`config.mk`:
```
export PLATFORM = sky130hd
export DESIGN_NAME = adder_error_sweeper
export DESIGN_NICKNAME = d
export VERILOG_FILES = /design/src/rtl/adder_error_sweeper.sv
export SDC_FILE = /design/constraint.sdc
export NUM_CORES = 1
export LEC_CHECK = 0
export CAP_MARGIN = 5
export CORE_ASPECT_RATIO = 2
export CORE_MARGIN = 3
export CORE_UTILIZATION = 25
export CTS_CLUSTER_SIZE = 30
export DETAILED_ROUTE_END_ITERATION = 8
export GPL_ROUTABILITY_DRIVEN = 0
export SLEW_MARGIN = 0
export SYNTH_ARGS = -nofsm -noshare
export SYNTH_HDL_FRONTEND = slang
export SYNTH_SLANG_ARGS = --single-unit
```
`constraint.sdc`:
```
create_clock -name clk -period 9.08 [get_ports clk]
set_clock_uncertainty 0.2 [all_clocks]
set_input_delay 0.908 -clock clk [delete_from_list [all_inputs] [get_ports clk]]
set_output_delay 0.908 -clock clk [all_outputs]
set_load 0.01 [all_outputs]
```
`src/rtl/adder_error_sweeper.sv`:
```
// Exhaustive sweep engine for a combinational approximate adder: walks every
// operand pair, registers the per-pair error, and accumulates error statistics.
module adder_error_sweeper #(
  parameter int WIDTH = 8
) (
  input  logic               clk,
  input  logic               rst,
  input  logic               start,
  output logic [WIDTH-1:0]   a_out,
  output logic [WIDTH-1:0]   b_out,
  input  logic [WIDTH:0]     approx_sum,
  output logic               busy,
  output logic               done,
  output logic [2*WIDTH:0]   total_cases,
  output logic [2*WIDTH:0]   error_count,
  output logic [3*WIDTH+2:0] error_sum,
  output logic [3*WIDTH+1:0] abs_error_sum,
  output logic [4*WIDTH+2:0] sq_error_sum,
  output logic [WIDTH+1:0]   max_abs_error,
  output logic [1:0]         state
);

  localparam int IDX_W   = 2 * WIDTH;
  localparam int N_CASES = 2 ** IDX_W;
  localparam int ERR_W   = WIDTH + 2;
  localparam int SQ_W    = 2 * WIDTH + 3;
  localparam int TC_W    = 2 * WIDTH + 1;
  localparam int ES_W    = 3 * WIDTH + 3;
  localparam int AS_W    = 3 * WIDTH + 2;
  localparam int SS_W    = 4 * WIDTH + 3;

  typedef enum logic [1:0] {
    IDLE  = 2'd0,
    RUN   = 2'd1,
    DRAIN = 2'd2,
    DONE  = 2'd3
  } state_t;

  state_t            fsm;
  logic [IDX_W-1:0]  idx;

  logic [WIDTH:0]    exact;
  logic [ERR_W-1:0]  err;
  logic [ERR_W-1:0]  abs_err;
  logic [SQ_W-1:0]   sq_err;

  logic              s1_valid;
  logic              s1_flag;
  logic [ERR_W-1:0]  s1_err;
  logic [ERR_W-1:0]  s1_abs;
  logic [SQ_W-1:0]   s1_sq;

  // Index is {A,B}: B is the inner loop, A the outer.
  assign a_out = idx[IDX_W-1:WIDTH];
  assign b_out = idx[WIDTH-1:0];
  assign state = fsm;

  // Both operands are zero-extended to ERR_W so the difference is a valid signed value.
  always_comb begin
    exact   = {1'b0, a_out} + {1'b0, b_out};
    err     = {1'b0, approx_sum} - {1'b0, exact};
    abs_err = err[ERR_W-1] ? -err : err;
    sq_err  = {{(SQ_W-ERR_W){1'b0}}, abs_err} * {{(SQ_W-ERR_W){1'b0}}, abs_err};
  end

  always_ff @(posedge clk or posedge rst) begin
    if (rst) begin
      fsm           <= IDLE;
      idx           <= '0;
      busy          <= 1'b0;
      done          <= 1'b0;
      total_cases   <= '0;
      error_count   <= '0;
      error_sum     <= '0;
      abs_error_sum <= '0;
      sq_error_sum  <= '0;
      max_abs_error <= '0;
      s1_valid      <= 1'b0;
      s1_flag       <= 1'b0;
      s1_err        <= '0;
      s1_abs        <= '0;
      s1_sq         <= '0;
    end else begin
      if (s1_valid) begin
        total_cases   <= total_cases + TC_W'(1);
        error_count   <= error_count + TC_W'(s1_flag);
        error_sum     <= error_sum + {{(ES_W-ERR_W){s1_err[ERR_W-1]}}, s1_err};
        abs_error_sum <= abs_error_sum + {{(AS_W-ERR_W){1'b0}}, s1_abs};
        sq_error_sum  <= sq_error_sum + {{(SS_W-SQ_W){1'b0}}, s1_sq};
        if (s1_abs > max_abs_error) max_abs_error <= s1_abs;
      end

      s1_valid <= (fsm == RUN);
      if (fsm == RUN) begin
        s1_flag <= (err != '0);
        s1_err  <= err;
        s1_abs  <= abs_err;
        s1_sq   <= sq_err;
      end

      case (fsm)
        IDLE, DONE: begin
          if (start) begin
            fsm           <= RUN;
            idx           <= '0;
            busy          <= 1'b1;
            done          <= 1'b0;
            total_cases   <= '0;
            error_count   <= '0;
            error_sum     <= '0;
            abs_error_sum <= '0;
            sq_error_sum  <= '0;
            max_abs_error <= '0;
          end
        end
        RUN: begin
          // The last pair is still sampled this cycle; the index wraps back to 0.
          idx <= idx + IDX_W'(1);
          if (idx == IDX_W'(N_CASES - 1)) fsm <= DRAIN;
        end
        DRAIN: begin
          fsm  <= DONE;
          busy <= 1'b0;
          done <= 1'b1;
        end
        default: fsm <= IDLE;
      endcase
    end
  end

endmodule

```
### After elaboration in Yosys (flattened, before gate mapping)

Index checks and enable logic that the tools add are counted.

* muxes and demuxes: 29
* equal/unequal tests: 6
* order comparisons: 1
* reduce and logical (&&, ||, !) cells: 8
* $add $sub $neg: 9
* multipliers: 1

Operators with widths (count)
* 2-to-1 mux 35 bit: 3
* 2-to-1 mux 17 bit: 6
* 2-to-1 mux 27 bit: 3
* 2-to-1 mux 26 bit: 3
* 2-to-1 mux 10 bit: 5
* adder 35 x 19 -> 35 bit: 1
* one-hot mux 16 bit (2 select lines): 1
* adder 27 bit: 1
* adder 26 x 10 -> 26 bit: 1
* multiplier 10 x 10 -> 19 bit: 1
* adder 17 x 1 -> 17 bit: 1
* adder 17 x 1 -> 17 bit, second input constant: 1
* adder 16 x 1 -> 16 bit, second input constant: 1
* equality test 16 bit, second input constant: 1
* 2-to-1 mux 16 bit: 1
* greater-than comparator 10 bit: 1
* negation 10 bit: 1
* nonzero test 10 bit: 1
* subtractor 9 x 9 -> 10 bit: 1
* adder 8 x 8 -> 9 bit: 1
* one-hot mux 2 bit (3 select lines): 1
* AND reduction 2 bit: 3
* equality test 2 bit, second input constant: 2
* 2-to-1 mux 2 bit: 2
* 8 further kinds: 11

* bits in registers: 193
* bits of input ports: 12

### Longest topological paths before layout

Gate-level depths: netlist (run 1).

* depth in word-level cells: 5
* mapped depth: 35
* gate-level depth less buffers: 35

### Least setup slack after synthesis (run 1)

OpenSTA, ideal clock, no wires.

* path type: input port to flip-flop
* start: input approx_sum[0]
* end: register s1_sq[18]
* stages on the path: 30
* path buffers: 1
* setup slack: 0.701 ns
* arrival: 8.102 ns
* cells stage by stage: fa_1 ha_1 xor2_1 inv_1 clkbuf_1 ha_1 nand2_1 or3_1 o31a_1 xnor2_2 inv_2 nand2_1 fa_1 fa_1 inv_1 fa_1 fa_1 inv_1 fa_1 inv_1 ha_1 a21o_1 a21oi_1 o21bai_1 a21oi_1 o21ai_0 o311a_1 nor2_1 xnor3_1 a21oi_1

* cells in the longest elaborated chain, start to end: 4

Ends and longest elaborated chain
* from (decl): RTL line 11 `input logic [WIDTH:0] approx_sum,`
* subtractor 9 x 9 -> 10 bit *: RTL line 61 `err = {1'b0, approx_sum} - {1'b0, exact};`
* negation 10 bit: RTL line 62 `abs_err = err[ERR_W-1] ? -err : err;`
* 2-to-1 mux 10 bit *: RTL line 62
* multiplier 10 x 10 -> 19 bit *: RTL line 63 `sq_err = {{(SQ_W-ERR_W){1'b0}}, abs_err} * {{(SQ_W-ERR_W){1'b0}}, abs_err};`
* to (signal assigned): RTL line 98 `s1_sq <= sq_err;`
* to (decl): RTL line 51 `logic [SQ_W-1:0] s1_sq;`

Mark *: on every way between the ends. The rest lies on a longest branch, timed or not.
A chain may end at the register's enable or synchronous reset.

### Final worst setup path (run 1)

* start: input approx_sum[0]
* end: register s1_sq[18]

* cells in the longest elaborated chain, start to end: 4

Ends and longest elaborated chain
* subtractor 9 x 9 -> 10 bit *: RTL line 61
* negation 10 bit: RTL line 62
* 2-to-1 mux 10 bit *: RTL line 62
* named net abs_err[7]: RTL line 44 `logic [ERR_W-1:0] abs_err;`
* multiplier 10 x 10 -> 19 bit *: RTL line 63

Mark *: on every way through the listed nets, which the timed path passes. The rest lies on a longest branch.

==> results_dict.tcl, run 1 <==
set metrics [dict create \
    critical_path_class "input port to register" \
    r2r_setup_slack_ps 960 \
    synth_area_um2 14400 \
    io_pins 164 \
    cts.sink_count 190 \
    place_area_um2 17000 \
    nets 1954 \
    worstSetupStartpointType "input port" \
    vias 12000 \
    setup_tns_ps 0 \
    slew_viol_final 0 \
    cap_violations 0 \
    yosysWarnings 0 \
    rsz0062_at_grt "no" \
    ys_ff_latch 190 \
    synth_top_area_share_pct 33.1 \
    die-area_um2 60600 \
    placed_cells 2486 \
    die_h_um 345 \
    syn_inst 1590 \
    crit_top_cell "fa_1" \
    drive_gt1_share_pct 6.17 \
    status "finished clean" \
    yosysSeqAreaShare_pct 33.1 \
    cts_root_buffer "clkbuf_16" \
    synth-async-reset-ratio_pct 100 \
    worst-endpoint-arrival_ps 8730 \
    final_cells 2518 \
    synthTopCellsByArea "dfrtp_1, ha_1, fa_1" \
    synth.avg_cell_area_um2 9.04 \
    drcViolationCount 0 \
    antenna_found_initial 0 \
    clock_latency_ps 460 \
    finalHoldViolations 0 \
    dpl.hpwl_mm 32.1 \
    dr.pass1.iters 5 \
    cp_slowest_stage_delay_ps 610 \
    cp_slowest_cell "clkdlybuf4s50_1" \
    path_delay_family "adder cells" \
    routed_wl_mm 41.0 \
    hold_class "register to register" \
    cts_tree "built" \
    fmax_mhz 117 \
    final_util_pct 31.1 \
    synth_area_leader_cell "dfrtp_1" \
    synth_common_cells "nor2_1, dfrtp_1, inv_1" \
    required_ps 9270 \
    syn_to_final_growth_pct 22.5 \
    initial_core_util_pct 25.4 \
    relSlewSlack_pct 20.9 \
    worst_slew_pin_slew_ps 1180 \
    cts_buffer_depth 2 \
    chipWidth_um 176 \
    grtUsageTotal_pct 13.5 \
    yosysMostFrequentCell "nor2_1" \
    crit_buf_inv 6 \
    end_kind "register" \
    first_iter_violations 651 \
    final_area_um2 17600 \
    viasPerCell 4.75 \
    core_area_um2 56600 \
    n_antenna_cell 0 \
    path_clk_slew_ps 80 \
    synthFlopType "dfrtp_1" \
    htree_levels 4 \
    grt_pass1_wl_mm 65.8 \
    grt_pass1_vias 12400 \
    finalCriticalPeriod_ps 8540 \
    num_rows 123 \
    wire_per_inst_um 16.3 \
    setup_viol 0 \
    path_max_fanout 5 \
    synth_edf_count 0 \
    ant_nets 0 \
    numCtsBuffers 17 \
    grt-ovfl-total 0 \
    grt_max_degree 115 \
    layout_worst_path_cycle_share_pct 94.1 \
    synth_cell_types 77 \
    cts_setup_buffers 0 \
    place.port_buffers 163 \
]
## area by class of cell
class | count | area (µm²)
tap | 750 | 938
clock buffer | 17 | 425
multi-input combinational | 1208 | 8920
fill | 5943 | 39000
clock inverter | 15 | 196
sequential | 190 | 4760
timing repair buffer | 187 | 1810
inverter | 151 | 574
## cells by family after synthesis
logic type | synth area share, %
xor gates and xnor gates | 7.80
buffers and inverters | 5.16
DFF | 33.1
AOI/OAI and AO/OA | 13.6
muxes | 4.69
and+or+nand+nor | 16.3
adders and majority gates | 19.2
other | 0.0522
## metrics by stage
stage	worst slack, ps	hold slack, ps
floorplan	701	250
global placement	149	300
detailed placement	10.1	306
CTS	513	327
global route	87.9	340
finish	540	325
## layer usage
metal,vias up,share of wire [%],global-route usage [%]
met4,0,2.5,4.74
met2,261,53,25.4
li1,5739,-,-
met5,-,0,0
met3,59,5.3,2.80
met1,5899,39,14.8
## cell usage in the layout (no fill, tap or decap), types with 4 or more instances in the layout
cell type,n
a211oi_1,19
a21o_1,31
a21oi_1,107
a31oi_1,6
and2_1,7
and3_1,22
and4_1,5
buf_4,24
clkbuf_16,17
clkdlybuf4s50_1,163
conb_1,7
dfrtp_1,189
fa_1,57
ha_1,129
inv_1,139
inv_12,4
inv_2,9
inv_8,6
mux2_2,19
mux2i_1,46
nand2_1,127
nand2b_1,9
nand3_1,39
nand4_1,15
nor2_1,214
nor2b_1,7
nor3_1,21
nor3b_1,4
nor4b_1,5
o211ai_1,5
o21a_1,17
o21ai_0,53
o21ai_1,9
o21bai_1,9
o31ai_1,10
or3_1,21
or4_1,6
xnor2_1,76
xor2_1,44
## worst reg2reg max path: cells and delay by family (launching register included)
kind,cells,cell delay [ps]
XOR/XNOR,3,500
adder cells (fa/ha/maj),8,3680
AND/OR/NAND/NOR,3,380
flip-flops,1,450
AO/OA/AOI/OAI,12,2360
buffers and inverters,6,470
## worst paths after layout
check                                      startpoint                    endpoint  cells after the start
worst min register to register  s1_err[8]$_DFFE_PP0P_       s1_err[8]$_DFFE_PP0P_                      1
worst max-delay path                    approx_sum[0]       s1_sq[18]$_DFFE_PP0P_                     32
max in group asynchronous                         rst  max_abs_error[0]$_DFF_PP0_                      3
min in group asynchronous                         rst            busy$_DFFE_PP0P_                      2
worst min-delay path            s1_err[8]$_DFFE_PP0P_       s1_err[8]$_DFFE_PP0P_                      1
worst max register to register     idx[8]$_DFFE_PP0P_       s1_sq[18]$_DFFE_PP0P_                     32
## registers in the layout, summed over array words and instances, names as in the netlist, 2 cells and up
signal         flops
s1_sq             17
s1_err            10
sq_error_sum      35
error_count       17
max_abs_error     10
s1_abs             9
state              2
total_cases       17
error_sum         27
idx               16
abs_error_sum     26
## repair_timing
action / in CTS / in global routing
resized for setup: 0 / 1
hold buffers: 0 / 0
setup endpoints to repair: 0 / 1
Power of run 1 is left out: the tool's default activity adds up to more than one toggle a clock period on the data nets, which glitch-free logic cannot reach.
==> inputs of run 2 (changes only) <==
Settings changed: MAX_ROUTING_LAYER set to met4.
==> run 2 against run 1 <==
Critical path depth unchanged. First-iteration DRC count up 1.7%. Hold slack barely moved. Wire length up 0.38%. Global-route usage grew 0.40 points. Core utilization hardly changed. Fmax about the same. Final area barely moved.
==> results_dict.tcl, run 2 (synthesized netlist as in run 1, its figures left out) <==
set metrics [dict create \
    status "finished clean" \
    numCtsBuffers 17 \
    worstHoldStart "s1_err[8]$_DFFE_PP0P_" \
    dpl.hpwl_mm 32.1 \
    chipWidth_um 176 \
    grt_max_degree 115 \
    clock_latency_ps 460 \
    final_util_pct 31.1 \
    n_antenna_cell 0 \
    final_common_cell "nor2_1" \
    core_area_um2 56600 \
    cap_violations 0 \
    grt_pass1_vias 12400 \
    path_max_fanout 5 \
    whs_ps 325 \
    dr.pass1.iters 5 \
    htree_levels 4 \
    r2r-end "s1_sq[18]$_DFFE_PP0P_" \
    viasPerCell 4.76 \
    ant_nets 0 \
    grtUsageTotal_pct 13.9 \
    required_ps 9270 \
    largest_register "sq_error_sum" \
    place_area_um2 17000 \
    finalCriticalPeriod_ps 8540 \
    cts_buffer_depth 2 \
    r2r_setup_slack_ps 940 \
    holdPathStages 1 \
    antenna_found_initial 0 \
    rsz0062_at_grt "no" \
    worst_slew_pin_slew_ps 1190 \
    die_h_um 345 \
    first_iter_violations 662 \
    reg_top3 "sq_error_sum x35, error_sum x27, abs_error_sum x26" \
    critical_path_class "input port to register" \
    worstSetupStartpointType "input port" \
    layout_common_cells "nor2_1, dfrtp_1, clkdlybuf4s50_1" \
    place.port_buffers 163 \
    cts_root_buffer "clkbuf_16" \
    io_pins 164 \
    num_rows 123 \
    nets 1954 \
    end_kind "register" \
    wire_per_inst_um 16.3 \
    hold_buffers 0 \
    routed_wl_mm 41.1 \
    relSlewSlack_pct 20.1 \
    syn_to_final_growth_pct 22.6 \
    worstHoldEndpoint "s1_err[8]$_DFFE_PP0P_" \
    drive_gt1_share_pct 6.22 \
    fmax_mhz 117 \
    die-area_um2 60600 \
    finalHoldViolations 0 \
    path_clk_slew_ps 80 \
    grt_pass1_wl_mm 65.9 \
    layout_worst_path_cycle_share_pct 94.1 \
    slew_viol_final 0 \
    worst-r2r-cell-count 32 \
    worst-endpoint-arrival_ps 8730 \
    drcViolationCount 0 \
    r2r-start "idx[8]$_DFFE_PP0P_" \
    largest_register_ffs 35 \
    vias 12000 \
    cts_tree "built" \
    hold_class "register to register" \
    grt-ovfl-total 0 \
    final_area_um2 17600 \
    cp_slowest_stage_delay_ps 610 \
    setup_viol 0 \
    cts.sink_count 190 \
    crit_top_cell "fa_1" \
    setup_tns_ps 0 \
    cp_slowest_cell "clkdlybuf4s50_1" \
    initial_core_util_pct 25.4 \
]
==> run 2: cell types whose count changed in the layout (fill, tap and decap cells not counted) <==
cell / before / now
xnor2_2: 1 / 2
xnor2_1: 76 / 75
==> run 2: critical path: cells and delay by family <==
kind            cells  cell delay, ps
buf+inv             6             890
fa+ha+maj           8            3540
simple gates        5            1140
compound gates     11            1780
xor+xnor            2             470
==> run 2: worst max path at each step <==
| stage | cells after the start | slack, ps | from | end |
|---|---|---|---|---|
| after floorplan | 30 | 700 | approx_sum[0] | s1_sq[18]$_DFFE_PP0P_ |
| after global placement | 31 | 150 | approx_sum[0] | s1_sq[18]$_DFFE_PP0P_ |
| after detailed placement | 31 | 10 | approx_sum[0] | s1_sq[18]$_DFFE_PP0P_ |
| after CTS | 31 | 510 | approx_sum[0] | s1_sq[18]$_DFFE_PP0P_ |
| after global routing | 32 | 90 | approx_sum[0] | s1_sq[18]$_DFFE_PP0P_ |
| final | 32 | 540 | approx_sum[0] | s1_sq[18]$_DFFE_PP0P_ |
==> run 2: metrics by stage <==
stage | setup WS, ps | instances
after floorplan | 701 | 1595
after global placement | 149 | 2486
after detailed placement | 10.1 | 2486
after CTS | 513 | 2518
after global routing | 91.5 | 2518
final | 539 | 2518
==> run 2: what timing repair did <==
action                                  CTS  global route
buffers inserted                          0             0
endpoints found under the setup margin    0             1
resized for setup                         0             2
==> run 2: layer usage <==
layer,vias to the layer above,wire length [µm],global-route usage [%]
met5,-,0,-
met1,5931,16400,14.9
met2,260,21900,25.3
met4,0,962,4.72
li1,5735,-,-
met3,63,1930,2.70
==> run 2: cell type report <==
class,count,area (µm²)
clock buffers,17,425
clock inverters,15,196
fillers,5943,39000
inverters,151,574
multi-input cells,1208,8920
flip-flops and latches,190,4760
well taps,750,938
repair buffers,187,1810
Power of run 2 is left out for the same reason.
